===== src/rtl/mips_pkg.sv =====
// Shared constants and types for the MIPS front end: widths, NOP encoding,
// default reset PC, fetch FSM states and the buffered {pc,insn} payload.
package mips_pkg;

    localparam int unsigned XLEN = 32;
    localparam int unsigned ILEN = 32;

    localparam logic [ILEN-1:0] NOP              = 32'h0000_0000;
    localparam logic [XLEN-1:0] DEFAULT_RESET_PC = 32'h0040_0000;

    typedef enum logic {
        RUN,
        FLUSH
    } fetch_state_e;

    typedef struct packed {
        logic [XLEN-1:0] pc;
        logic [ILEN-1:0] insn;
    } fetch_pkt_t;

    function automatic logic [XLEN-1:0] word_align(input logic [XLEN-1:0] addr);
        return {addr[XLEN-1:2], 2'b00};
    endfunction

endpackage


===== src/rtl/fetch_if.sv =====
// Fetch-stage bus bundle: instruction-memory request/response plus the
// decode-side handshake and the execute redirect.
interface fetch_if;
    import mips_pkg::*;

    logic            imem_req;
    logic [XLEN-1:0] imem_addr;
    logic            imem_gnt;
    logic            imem_rvalid;
    logic [ILEN-1:0] imem_rdata;
    logic            stall;
    logic            redirect;
    logic [XLEN-1:0] redirect_pc;
    logic [XLEN-1:0] pc;
    logic [ILEN-1:0] insn;
    logic            insn_valid;

    modport master (
        output imem_req, imem_addr, pc, insn, insn_valid,
        input  imem_gnt, imem_rvalid, imem_rdata, stall, redirect, redirect_pc
    );

    modport slave (
        input  imem_req, imem_addr, pc, insn, insn_valid,
        output imem_gnt, imem_rvalid, imem_rdata, stall, redirect, redirect_pc
    );

endinterface


===== src/rtl/fetch_buf.sv =====
// Two-entry FIFO holding returned instructions tagged with their fetch address.
// The caller never pushes when full or pops when empty.
module fetch_buf
    import mips_pkg::*;
(
    input  logic       clock,
    input  logic       reset,
    input  logic       push_i,
    input  logic       pop_i,
    input  logic       flush_i,
    input  fetch_pkt_t push_data_i,
    output fetch_pkt_t head_o,
    output logic       full_o,
    output logic       empty_o
);

    fetch_pkt_t mem_q [2];
    logic       rd_q;
    logic       wr_q;
    logic [1:0] cnt_q;

    // NOTE: non-blocking assignments so every register samples pre-edge values.
    always_ff @(posedge clock or posedge reset) begin
        if (reset) begin
            rd_q  <= 1'b0;
            wr_q  <= 1'b0;
            cnt_q <= 2'd0;
        end else if (flush_i) begin
            rd_q  <= 1'b0;
            wr_q  <= 1'b0;
            cnt_q <= 2'd0;
        end else begin
            if (push_i) wr_q <= ~wr_q;
            if (pop_i)  rd_q <= ~rd_q;
            cnt_q <= cnt_q + {1'b0, push_i} - {1'b0, pop_i};
        end
    end

    // NOTE: payload storage is not reset; cnt_q alone decides which entries are live.
    always_ff @(posedge clock) begin
        if (push_i && !flush_i) mem_q[wr_q] <= push_data_i;
    end

    assign head_o  = mem_q[rd_q];
    assign full_o  = (cnt_q == 2'd2);
    assign empty_o = (cnt_q == 2'd0);

endmodule


===== src/rtl/fetch.sv =====
// Instruction fetch stage: issues imem requests, tags in-order responses, feeds decode.
// Build option FETCH_BUBBLE_NOP_EN: insn reads as NOP whenever insn_valid is low.
module fetch
    import mips_pkg::*;
#(
    parameter logic [XLEN-1:0] RESET_PC = DEFAULT_RESET_PC,
    parameter int unsigned     MAX_OUT  = 2
) (
    input  logic    clock,
    input  logic    reset,
    fetch_if.master bus
);

    localparam logic [1:0] MaxOut = 2'(MAX_OUT);

    fetch_state_e    state_q, state_d;
    logic [XLEN-1:0] fpc_q, fpc_d;
    logic [XLEN-1:0] rpc_q, rpc_d;
    logic [XLEN-1:0] pc_q, pc_d;
    logic [ILEN-1:0] insn_q, insn_d;
    logic            valid_q, valid_d;
    logic [1:0]      out_q, out_d;
    logic [1:0]      drop_q, drop_d;
    logic            req_en_q;

    logic            buf_push, buf_pop, buf_flush, buf_full, buf_empty;
    logic [1:0]      buffered;
    fetch_pkt_t      buf_head, rsp_pkt;
    logic            rsp, fire;

    assign buffered = buf_full ? 2'd2 : (buf_empty ? 2'd0 : 2'd1);
    // A response with nothing outstanding is a protocol error and is ignored.
    assign rsp      = bus.imem_rvalid && (out_q != 2'd0);
    assign rsp_pkt  = '{pc: rpc_q, insn: bus.imem_rdata};

    // Held low during redirect so a grant can never race the flush.
    assign bus.imem_req  = req_en_q && (state_q == RUN) && !bus.redirect
                        && (({1'b0, out_q} + {1'b0, buffered}) < 3'd2)
                        && (out_q < MaxOut);
    assign bus.imem_addr = word_align(fpc_q);
    assign fire          = bus.imem_req && bus.imem_gnt;

    fetch_buf u_buf (
        .clock       (clock),
        .reset       (reset),
        .push_i      (buf_push),
        .pop_i       (buf_pop),
        .flush_i     (buf_flush),
        .push_data_i (rsp_pkt),
        .head_o      (buf_head),
        .full_o      (buf_full),
        .empty_o     (buf_empty)
    );

    always_comb begin
        // NOTE: defaults first so every path assigns every signal and no latch is inferred.
        state_d   = state_q;
        fpc_d     = fire ? fpc_q + 32'd4 : fpc_q;
        rpc_d     = rpc_q;
        out_d     = out_q + {1'b0, fire} - {1'b0, rsp};
        drop_d    = drop_q;
        pc_d      = pc_q;
        insn_d    = insn_q;
        valid_d   = valid_q;
        buf_push  = 1'b0;
        buf_pop   = 1'b0;
        buf_flush = 1'b0;

        if (bus.redirect) begin
            fpc_d     = bus.redirect_pc;
            rpc_d     = bus.redirect_pc;
            buf_flush = 1'b1;
            valid_d   = 1'b0;
            drop_d    = out_q - {1'b0, rsp};
            state_d   = ((drop_d != 2'd0) || (state_q == FLUSH)) ? FLUSH : RUN;
        end else if (state_q == FLUSH) begin
            drop_d = drop_q - {1'b0, rsp};
            if (drop_d == 2'd0) state_d = RUN;
        end else begin
            rpc_d = rsp ? rpc_q + 32'd4 : rpc_q;
            if (bus.stall) begin
                buf_push = rsp;
            end else if (!buf_empty) begin
                buf_pop  = 1'b1;
                buf_push = rsp;
                pc_d     = buf_head.pc;
                insn_d   = buf_head.insn;
                valid_d  = 1'b1;
            end else begin
                // Empty buffer: the arriving response bypasses straight to decode.
                valid_d = rsp;
                if (rsp) begin
                    pc_d   = rpc_q;
                    insn_d = bus.imem_rdata;
                end
            end
        end
    end

    always_ff @(posedge clock or posedge reset) begin
        if (reset) begin
            state_q  <= RUN;
            fpc_q    <= RESET_PC;
            rpc_q    <= RESET_PC;
            out_q    <= 2'd0;
            drop_q   <= 2'd0;
            pc_q     <= '0;
            insn_q   <= NOP;
            valid_q  <= 1'b0;
            req_en_q <= 1'b0;
        end else begin
            state_q  <= state_d;
            fpc_q    <= fpc_d;
            rpc_q    <= rpc_d;
            out_q    <= out_d;
            drop_q   <= drop_d;
            pc_q     <= pc_d;
            insn_q   <= insn_d;
            valid_q  <= valid_d;
            req_en_q <= 1'b1;
        end
    end

    assign bus.pc         = pc_q;
    assign bus.insn_valid = valid_q;
`ifdef FETCH_BUBBLE_NOP_EN
    assign bus.insn       = valid_q ? insn_q : NOP;
`else
    assign bus.insn       = insn_q;
`endif

    rvalid_needs_outstanding: assert property (
        @(posedge clock) disable iff (reset) bus.imem_rvalid |-> (out_q != 2'd0)
    );

endmodule


===== src/flat_wrapper.sv =====
// flat-port wrapper written by rule: the top's interface ports become plain ports
module fetch_flat import mips_pkg::*;
#(
    parameter logic [XLEN-1:0] RESET_PC = DEFAULT_RESET_PC,
    parameter int unsigned     MAX_OUT  = 2
)
  (clock, reset, bus_imem_req, bus_imem_addr, bus_pc, bus_insn, bus_insn_valid, bus_imem_gnt, bus_imem_rvalid, bus_imem_rdata, bus_stall, bus_redirect, bus_redirect_pc);
  fetch_if bus_i ();
  input  logic clock;
  input  logic reset;
  output wire logic [$bits(bus_i.imem_req)-1:0] bus_imem_req;
  output wire logic [$bits(bus_i.imem_addr)-1:0] bus_imem_addr;
  output wire logic [$bits(bus_i.pc)-1:0] bus_pc;
  output wire logic [$bits(bus_i.insn)-1:0] bus_insn;
  output wire logic [$bits(bus_i.insn_valid)-1:0] bus_insn_valid;
  input wire logic [$bits(bus_i.imem_gnt)-1:0] bus_imem_gnt;
  input wire logic [$bits(bus_i.imem_rvalid)-1:0] bus_imem_rvalid;
  input wire logic [$bits(bus_i.imem_rdata)-1:0] bus_imem_rdata;
  input wire logic [$bits(bus_i.stall)-1:0] bus_stall;
  input wire logic [$bits(bus_i.redirect)-1:0] bus_redirect;
  input wire logic [$bits(bus_i.redirect_pc)-1:0] bus_redirect_pc;
  assign bus_imem_req = bus_i.imem_req;
  assign bus_imem_addr = bus_i.imem_addr;
  assign bus_pc = bus_i.pc;
  assign bus_insn = bus_i.insn;
  assign bus_insn_valid = bus_i.insn_valid;
  assign bus_i.imem_gnt = bus_imem_gnt;
  assign bus_i.imem_rvalid = bus_imem_rvalid;
  assign bus_i.imem_rdata = bus_imem_rdata;
  assign bus_i.stall = bus_stall;
  assign bus_i.redirect = bus_redirect;
  assign bus_i.redirect_pc = bus_redirect_pc;
  fetch #(.RESET_PC(RESET_PC), .MAX_OUT(MAX_OUT)) u_core (.clock(clock), .reset(reset), .bus(bus_i));
endmodule

===== config.mk =====
export PLATFORM = sky130hd
export DESIGN_NAME = fetch_flat
export DESIGN_NICKNAME = d
export VERILOG_FILES = /design/src/rtl/mips_pkg.sv /design/src/rtl/fetch_if.sv /design/src/rtl/fetch_buf.sv /design/src/rtl/fetch.sv /design/src/flat_wrapper.sv
export SDC_FILE = /design/constraint.sdc
export NUM_CORES = 1
export LEC_CHECK = 0
export BUFFER_PORTS_ARGS = -buffer_cell sky130_fd_sc_hd__clkbuf_2
export CORE_MARGIN = 5
export CORE_UTILIZATION = 44
export CTS_CLUSTER_SIZE = 28
export DETAILED_ROUTE_END_ITERATION = 6
export PLACE_DENSITY = 0.68
export SKIP_CTS_REPAIR_TIMING = 1
export SLEW_MARGIN = 20
export SYNTH_ARGS = -nofsm -noshare
export SYNTH_HDL_FRONTEND = slang
export SYNTH_HIERARCHICAL = 1
export SYNTH_SLANG_ARGS = --single-unit

===== constraint.sdc =====
create_clock -name clock -period 6.6 [get_ports clock]
set_input_delay 0.33 -clock clock [delete_from_list [all_inputs] [get_ports clock]]
set_output_delay 0.33 -clock clock [all_outputs]
set_load 0.01 [all_outputs]

==> flow_results.org <==
** Clock network
- Cell at the root of the clock tree :: clkbuf_16
- CTS saw 265 sinks.
- Buffers inserted during clock tree synthesis total 28.
- Clock-pin slew was measured on the worst setup and hold paths at 0.06 ns.
- Clock latency on the worst-skew pair :: 0.52 ns
- TritonCTS built the clock tree.
- # H-tree levels :: 1
- Max clock buf depth :: 3

** Power and ir drop
- Power per Cell Area :: 336 nW/µm²
- Worst voltage drop across the vdd grid :: 0.191 mV
- Summing internal, switching and leakage power gives 4.67 mW.
- Pleak :: 5.93 nW

** Min path
- The tightest min-delay check is of the in -> reg type.
- Hold Path Origin :: bus_imem_rdata[30]

** Synthesis
- By area the synthesized netlist is led by edfxtp_1 32%, dfrtp_1 28%, mux2_4 6.3%.
- Mean post-synth cell area :: 12.8 µm²
- By instance count, the leading cell after synthesis is dfrtp_1.
- Synth cell types :: 56
- Synthesis inferred 265 register bits.
- Most frequent cells after synthesis :: 135 x dfrtp_1, 128 x edfxtp_1, 91 x nor2_1
- Of the synthesized area, sequential elements account for 61.2%.
- Warning count from the yosys run :: 6
- Proportion of synthesized flip-flops having asynchronous set or reset :: 51.7%
- Counting flops with a built-in enable in the synthesized netlist gives 128.
- Summed over all instances, the cell type with the most area after synthesis is edfxtp_1.
- Netlist area before placement :: 11,900 µm²
- Share of Yosys cell area claimed by the top area cell type :: 32.3%
- Most used flip-flop cell after synthesis :: dfrtp_1
- Synthesis produced a netlist whose cell count is 930.

** Drt
- For this block, the routed nets add up to 26,300 µm of wire.
- Post-DRT Antenna Nets :: 0
- After detailed routing, the average wire length per cell comes to 18.2 µm.
- Using the TritonRoute via totals, the vias-per-cell ratio works out to 5.42.
- Initial DRC count :: 578
- The routed layout has 7,858 vias.
- After detailed routing, the number of remaining DRC violations is 0.
- The first detailed-routing pass took 4 iterations.

** Placement
- After detailed placement, the total cell area comes to 13,000 µm².
- During placement, the flow inserted port buffers numbering 165.
- Final HPWL from detailed placement :: 17,700 µm
- Worst Setup Slack post-DPL :: 2.84 ns
- The congestion estimate from routability-driven global placement came to 0.816.

** Timing
- Final setup violation count :: 0
- RSZ-0062 raised after global routing :: no
- Worst slew slack as a fraction of its limit :: 28.1%
- In the final timing run, aggregate negative setup slack is 0 ns.
- The final-report hold violation count came to 0.
- Worst path setup slack after routing :: 3.05 ns
- Highest achievable clock rate :: 0.281 GHz
- Shortest clock period the worst path allows after layout :: 3.55 ns
- Final worst clock skew :: 0.0139 ns
- Hold is met by 0.0149 ns.
- For the pin with the worst max-slew slack, the measured transition is 1.05 ns.
- Slew Viols, Final :: 0
- Part of the cycle the worst path needs :: 53.8%

** Die
- For this configuration, the core starts out at a cell density of 44.4%.
- Full die area :: 30,400 µm²
- Die width :: 174 µm
- The total area inside the core boundary comes to 26,800 µm².
- Die height :: 174 µm
- Standard-cell rows :: 60
- Number of top-level pins :: 168

** Global routing
- The first global-routing pass estimated 42,800 µm of wire.
- Entering global routing, the biggest net connects 98 pins.
- The number of antenna violations at the first check in global routing is 0.
- For this run, the total global-route usage over all layers was measured as 17.1%.
- Remaining global-route overflow :: 0
- Via count of the first global-routing pass :: 7,819

** Cells and area
- Proportion of layout cells with a drive suffix above 1 :: 28.0%
- Relative to the synthesized area, the layout overhead comes to 16.9%.
- Final nets :: 1,165
- Number of antenna cells inserted :: 0
- The multi-input combinational cells in the finished layout cover a total of 4310 µm².
- Filler cells :: 2,342
- Area taken by flip-flops and latches :: 7280 µm²
- After routing the design area is 13,900 µm².

** Critical path
- Critical path type :: reg -> reg
- In this run the critical register-to-register path is launched from u_core/u_buf/cnt_q[1].
- The worst setup path is launched from a flop.
- At the worst endpoint, the required time is 7.04 ns.
- Crit path capture type :: flop
- Data on the critical path arrives at its endpoint at 3.99 ns.
- Launching element of the worst setup path :: u_core/u_buf/cnt_q[1]
- Crit Path Max Fanout :: 28

** Job
- The tool flagged a number of max-cap violations equal to 0.

** Run status
- Status :: complete, no violations
## layout by cell type, fill, tap and decap left out, drive strengths merged, types with 6 or more instances in the layout
master / instances
mux2i: 67
clkinv: 11
nand3: 31
a21oi: 75
clkbuf: 203
edfxtp: 128
inv: 19
buf: 9
o311ai: 8
ha: 8
xor2: 23
dfrtp: 135
nor4: 8
xnor2: 15
mux2: 72
o21ai: 39
and3: 6
nor3: 7
nand4: 27
nor2: 92
a31oi: 7
nand2: 56
o211ai: 12
## path summary, 6_finish.rpt
kind / end / slack (ns) / cells after the start
max in group asynchronous: u_core/bus.pc[0] / 4.73 / 4
worst min register to register: u_core/u_buf/mem_q[1][32] / 0.51 / 0
min in group asynchronous: u_core/u_buf/cnt_q[1] / 0.33 / 3
worst max register to register: u_core/out_q[1] / 3.05 / 11
worst max-delay path: u_core/out_q[1] / 3.05 / 11
worst min-delay path: u_core/u_buf/mem_q[1][30] / 0.01 / 1
## sequential cells by signal (all words and copies together), names as in the netlist
| name | flops |
|---|---|
| u_core/bus.insn | 32 |
| u_core/bus.insn_valid | 1 |
| u_core/bus.pc | 32 |
| u_core/drop_q | 2 |
| u_core/fpc_q | 30 |
| u_core/out_q | 2 |
| u_core/req_en_q | 1 |
| u_core/rpc_q | 32 |
| u_core/state_q | 1 |
| u_core/u_buf/cnt_q | 2 |
| u_core/u_buf/mem_q | 128 |
| u_core/u_buf/rd_q | 1 |
| u_core/u_buf/wr_q | 1 |
## cells by family (layout without fill, tap and decap cells)
logic type | after synthesis | after routing | share of synthesized area [%]
AO/OA/AOI/OAI | 155 | 155 | 7.55
buffers and inverters | 68 | 245 | 2.78
AND/OR/NAND/NOR | 253 | 253 | 10.4
flip-flops | 265 | 265 | 61.2
other | 2 | 3 | 0.0632
XOR/XNOR | 39 | 39 | 2.99
multiplexers | 139 | 139 | 14.0
adder cells (fa/ha/maj) | 9 | 9 | 1.01
## power by group
group	internal (mW)	total [mW]	leakage, nW	switching (mW)
Combinational	0.410	0.948	2.71	0.538
Clock	0.886	1.49	0.454	0.609
Sequential	2.01	2.23	2.76	0.213
Total	3.31	4.67	5.93	1.36
## per-layer routing
metal	track usage, %	routed length [µm]
met1	25.4	12300
met2	26.8	12000
met3	3.04	1690
met4	2.94	316
met5	0	0
## cell type report
class,count,share of cell area [%]
flip-flops and latches,265,52.4
inverters,18,0.522
multi-input cells,598,31.0
clock inverters,14,0.711
well taps,341,3.07
clock buffers,38,5.75
repair buffers,175,6.53
## critical path, stage by stage (launching register included)
cell and delay [ns]:
dfrtp_1 0.41, nor2b_1 0.18, nor3_1 0.20, fa_1 0.47, or4_4 0.61, nor2_4 0.36
inv_2 0.31, ha_1 0.37, inv_1 0.04, ha_1 0.18, xnor2_1 0.18, xnor2_1 0.14
## stage by stage
stage               util [%]  instances
floorplan                  -        931
global placement        48.4       1396
detailed placement      48.4       1396
CTS                     51.8       1448
global route            51.8       1449
finish                  51.8       1449
(Power assumes the default switching activity.)
